### src/rtl/pipe_pkg.sv
// pipe_pkg: shared sequencer state encoding and fetch constants
package pipe_pkg;
  typedef enum logic [1:0] {BOOT, RUN, HALT} seq_state_t;
  localparam int BOOT_CNT_W = 4;
  localparam logic [31:0] INSTR_STEP = 32'd4;
endpackage

### src/rtl/pc_seq_perf.sv
// pc_seq_perf: wrapping counters of issued and taken branches
module pc_seq_perf (
  input  logic        clk,
  input  logic        rst,
  input  logic        br_ev,
  input  logic        taken_ev,
  output logic [31:0] br_cnt,
  output logic [31:0] br_taken_cnt
);
  // count branch events, both counters wrap modulo 2^32
  always_ff @(posedge clk) begin
    if (rst) begin
      br_cnt <= '0;
      br_taken_cnt <= '0;
    end else begin
      br_cnt <= br_cnt + {31'd0, br_ev};
      br_taken_cnt <= br_taken_cnt + {31'd0, taken_ev};
    end
  end
endmodule

### src/rtl/pc_sequencer.sv
// pc_sequencer: fetch pc sequencing with boot delay, redirects and alignment halt (optional PC_SEQ_PERF_EN branch counters)
module pc_sequencer
  import pipe_pkg::*;
#(
  parameter logic [31:0] RESET_PC = 32'h0000_0000,
  parameter int BOOT_CYCLES = 2
) (
  input  logic        clk,
  input  logic        rst,
  input  logic        stall,
  input  logic        branch_d,
  input  logic        equal_d,
  input  logic        jump_d,
  input  logic [31:0] bdst,
  input  logic [31:0] jdst,
  output logic [31:0] pc,
  output logic [31:0] pc_4,
  output logic        fetch_valid,
  output logic        flush_if,
`ifdef PC_SEQ_PERF_EN
  output logic [31:0] br_cnt,
  output logic [31:0] br_taken_cnt,
`endif
  output logic        align_err
);
  seq_state_t state, state_n;
  logic [BOOT_CNT_W-1:0] cnt, cnt_n;
  logic [31:0] pc_n, tgt;
  logic err_n, redirect, mis;
  assign pc_4 = pc + INSTR_STEP;
  assign fetch_valid = state == RUN;
  assign redirect = !stall && (jump_d || (branch_d && equal_d));
  assign tgt = jump_d ? jdst : bdst;
  assign mis = tgt[1:0] != 2'b00;
  // state, pc, boot counter and sticky error registers
  always_ff @(posedge clk) begin
    if (rst) begin
      state <= BOOT;
      pc <= RESET_PC;
      cnt <= '0;
      align_err <= 1'b0;
    end else begin
      state <= state_n;
      pc <= pc_n;
      cnt <= cnt_n;
      align_err <= err_n;
    end
  end
  // next-state and next-pc selection; misaligned redirect halts instead of loading
  always_comb begin
    state_n = state;
    pc_n = pc;
    cnt_n = cnt;
    err_n = align_err;
    flush_if = 1'b0;
    case (state)
      BOOT: begin
        cnt_n = cnt + 1'b1;
        if (cnt == BOOT_CNT_W'(BOOT_CYCLES - 1)) begin
          state_n = RUN;
          cnt_n = '0;
        end
      end
      RUN: begin
        flush_if = redirect;
        if (redirect && mis) begin
          state_n = HALT;
          err_n = 1'b1;
        end else begin
          pc_n = stall ? pc : redirect ? tgt : pc_4;
        end
      end
      HALT: ;
      default: state_n = BOOT;
    endcase
  end
`ifdef PC_SEQ_PERF_EN
  pc_seq_perf u_perf (
    .clk(clk),
    .rst(rst),
    .br_ev(fetch_valid && !stall && branch_d),
    .taken_ev(fetch_valid && !stall && branch_d && equal_d),
    .br_cnt(br_cnt),
    .br_taken_cnt(br_taken_cnt)
  );
`endif
endmodule

### config.mk
export PLATFORM = sky130hd
export DESIGN_NAME = pc_sequencer
export DESIGN_NICKNAME = d
export VERILOG_FILES = /design/src/rtl/pipe_pkg.sv /design/src/rtl/pc_seq_perf.sv /design/src/rtl/pc_sequencer.sv
export SDC_FILE = /design/constraint.sdc
export NUM_CORES = 1
export LEC_CHECK = 0
export ABC_AREA = 1
export BUFFER_PORTS_ARGS = -buffer_cell sky130_fd_sc_hd__buf_4
export CORE_MARGIN = 3
export CORE_UTILIZATION = 40
export DETAILED_ROUTE_END_ITERATION = 10
export PLACE_DENSITY = 0.83
export SETUP_SLACK_MARGIN = 0.02
export SYNTH_ARGS = -nofsm -noshare
export SYNTH_HDL_FRONTEND = slang
export SYNTH_SLANG_ARGS = --single-unit
### constraint.sdc
create_clock -name clk -period 2.7 [get_ports clk]
set_input_delay 0.405 -clock clk [delete_from_list [all_inputs] [get_ports clk]]
set_output_delay 0.405 -clock clk [all_outputs]
set_load 0.005 [all_outputs]
==> out/qor.yml <==
htree_num_levels: 2
insertion_delay_ns: 0.30
syn_avg_cell_area_um2: 5.81
drtIter0Drc: 298
crit_fanout: 5
synth_area_leader_cell: "dfxtp_1"
die_w_um: 91.0
tightest_slew_ns: 0.923
cts-root-buf: "clkbuf_8"
holdPathStages: 2
path_cells: "ha_1, nand2_1, nor2_2, nand2_1, nor2_1, nand2_1, and2_1, buf_4"
routedWlPerCell_um: 13.3
antenna_found_initial: 0
cpMaxStageDelayCell: "dfxtp_1"
max_stage_delay_ns: 0.42
cp.arrival_ns: 2.05
period_minus_slack_ns: 2.45
drc: 0
timing.fmax_mhz: 408
critPathKind: "flip-flop to primary output"
critPathCaptureType: "primary output"
grt_pass1_vias: 3490
place_congestion: 0.887
yosys-top-cells-area: "dfxtp_1 27%, nand2_1 22%, a21oi_1 9.4%"
cts_buffer_depth: 2
cp-start-kind: "flip-flop"
tritoncts: "yes"
yosysUniqueCellTypes: 29
drv_cap: 0
fin_setup_tns_ns: 0
portBuffers: 136
cp.depth: 8
skew_ns: 0.00713
fin_total_pwr_mw: 1.73
grt_max_degree: 50
synth_commonest_cells: "173 x nand2_1, 71 x nor2_1, 54 x a21oi_1"
hpwlAfterDp_um: 7420
io_pins: 137
initial_core_util: 0.418
place_area_mm2: 0.00394
routed-via-count: 3594
finalWirelength_um: 9550
grtUsageTotal: 0.229
cpMostUsedCell: "nand2_1"
synth_cells: 497
yosysMostFrequentCell: "nand2_1"
relSlewSlack: 0.384
numCtsBuffers: 5
hold_viol: 0
finalCritPeriodShare: 0.907
leakage_nw: 1.92
nets: 691
die_y_um: 91.0
fin_util: 0.590
synth-edff-count: 0
syn_nets: 568
path_clk_slew_ns: 0.08
maxSlewViolCount: 0
cts.sinks: 39
holdBufCountCts: 0
hold_class: "primary input to flip-flop"
post-route-cell-area_mm2: 0.00407
cts_setup_buffers: 0
ys_async_sr_fraction: 0
critPathBufInv: 1
p_per_area_mw_per_mm2: 424
finalSetupViolCount: 0
status: "complete, no violations"
ir_worst_vdd_v: 0.000239
diodes: 0
ff2ff_path_depth: 9
viasPerCell: 5.01
firstDrtPassIters: 5
ys_ff_latch: 39
yosysTopAreaCellShare: 0.270
area_growth_pct: 41.1
syn_area_mm2: 0.00289
ys_seq_area_frac: 0.270
cp.required_ns: 2.30
post_cts_resized: 0
rsz0062_at_grt: "no"
gr-total-overflow: 0
nFillCells: 682
core_area_mm2: 0.00691
worst_path_dominant_cell_family: "simple AND/OR/NAND/NOR gates"
yosysWarnings: 0
reg2reg_slack_ns: 0.87
row_count: 30
grt_pass1_wl_um: 16000
layout-drive-gt1-share: 0.271
ys.flop_type: "dfxtp_1"
die_area_mm2: 0.00827
ant_nets: 0
==> metal layers <==
layer | global-route usage | share of wire
met1 | 0.288 | 0.43
met2 | 0.402 | 0.49
met3 | 0.0447 | 0.072
met4 | 0.0553 | 0.013
met5 | 0 | 0
==> final timing paths <==
path                          startpoint                     end
setup reg to reg      pc[3]$_SDFFE_PP0P_     pc[20]$_SDFFE_PP0P_
hold reg to reg   align_err$_SDFFE_PP0P_  align_err$_SDFFE_PP0P_
setup / recovery      pc[3]$_SDFFE_PP0P_                pc_4[16]
hold / removal                       rst  align_err$_SDFFE_PP0P_
==> where the power goes <==
part / internal, mW / leakage [nW] / switching, mW
registers: 0.618 / 0.317 / 0.0602
clock network: 0.369 / 0.0644 / 0.228
logic: 0.232 / 1.53 / 0.219
total: 1.22 / 1.92 / 0.507
==> cell type report <==
| class | instances | area [um2] | share of cell area |
|---|---|---|---|
| clock buffers | 5 | 68.8 | 0.0169 |
| clock inverters | 3 | 67.6 | 0.0166 |
| inverters | 32 | 120 | 0.0295 |
| multi-input cells | 403 | 1870 | 0.460 |
| flip-flops and latches | 39 | 781 | 0.192 |
| well taps | 96 | 120 | 0.0295 |
| repair buffers | 139 | 1040 | 0.256 |
==> logic make-up after synthesis <==
logic type / after synthesis / synth area share
compound gates: 100 / 0.183
xor+xnor: 15 / 0.0455
fa+ha+maj: 1 / 0.00433
buf+inv: 55 / 0.0811
flops: 39 / 0.270
simple gates: 287 / 0.416
==> cells in the final DEF (no fill, tap or decap), types with 7 or more instances in the layout <==
cell / Yosys / final
o21ai_1: 25 / 25
nand3b_1: 7 / 7
o21ai_0: 15 / 15
xor2_1: 12 / 12
buf_4: 5 / 139
nand2_1: 173 / 173
nor2_1: 71 / 71
inv_1: 30 / 30
nand3_1: 13 / 13
a21oi_1: 54 / 54
dfxtp_1: 39 / 39
==> through the flow <==
stage                     std cells  hold slack (ns)  setup WS (ns)
final                           717            0.343          0.250
after detailed placement        709            0.451          0.348
after global routing            717            0.342          0.139
after global placement          709            0.442          0.463
after CTS                       717            0.340          0.251
after floorplan                 497            0.447           1.01
==> registers in the layout (all words and copies together) (netlist names) <==
register,flops
pc,32
cnt,4
state,2
align_err,1
==> worst register-to-register path: stages (launching register included) <==
cell and delay [ns]:
dfxtp_1 0.42, ha_1 0.24, nand2_1 0.08, nor2_2 0.18, nand2_1 0.11, nor2_1 0.27, nand3b_1 0.11, nand2_1 0.13
nand2_1 0.08, a21oi_1 0.15
Note: power is estimated with default switching activity, not from simulation.
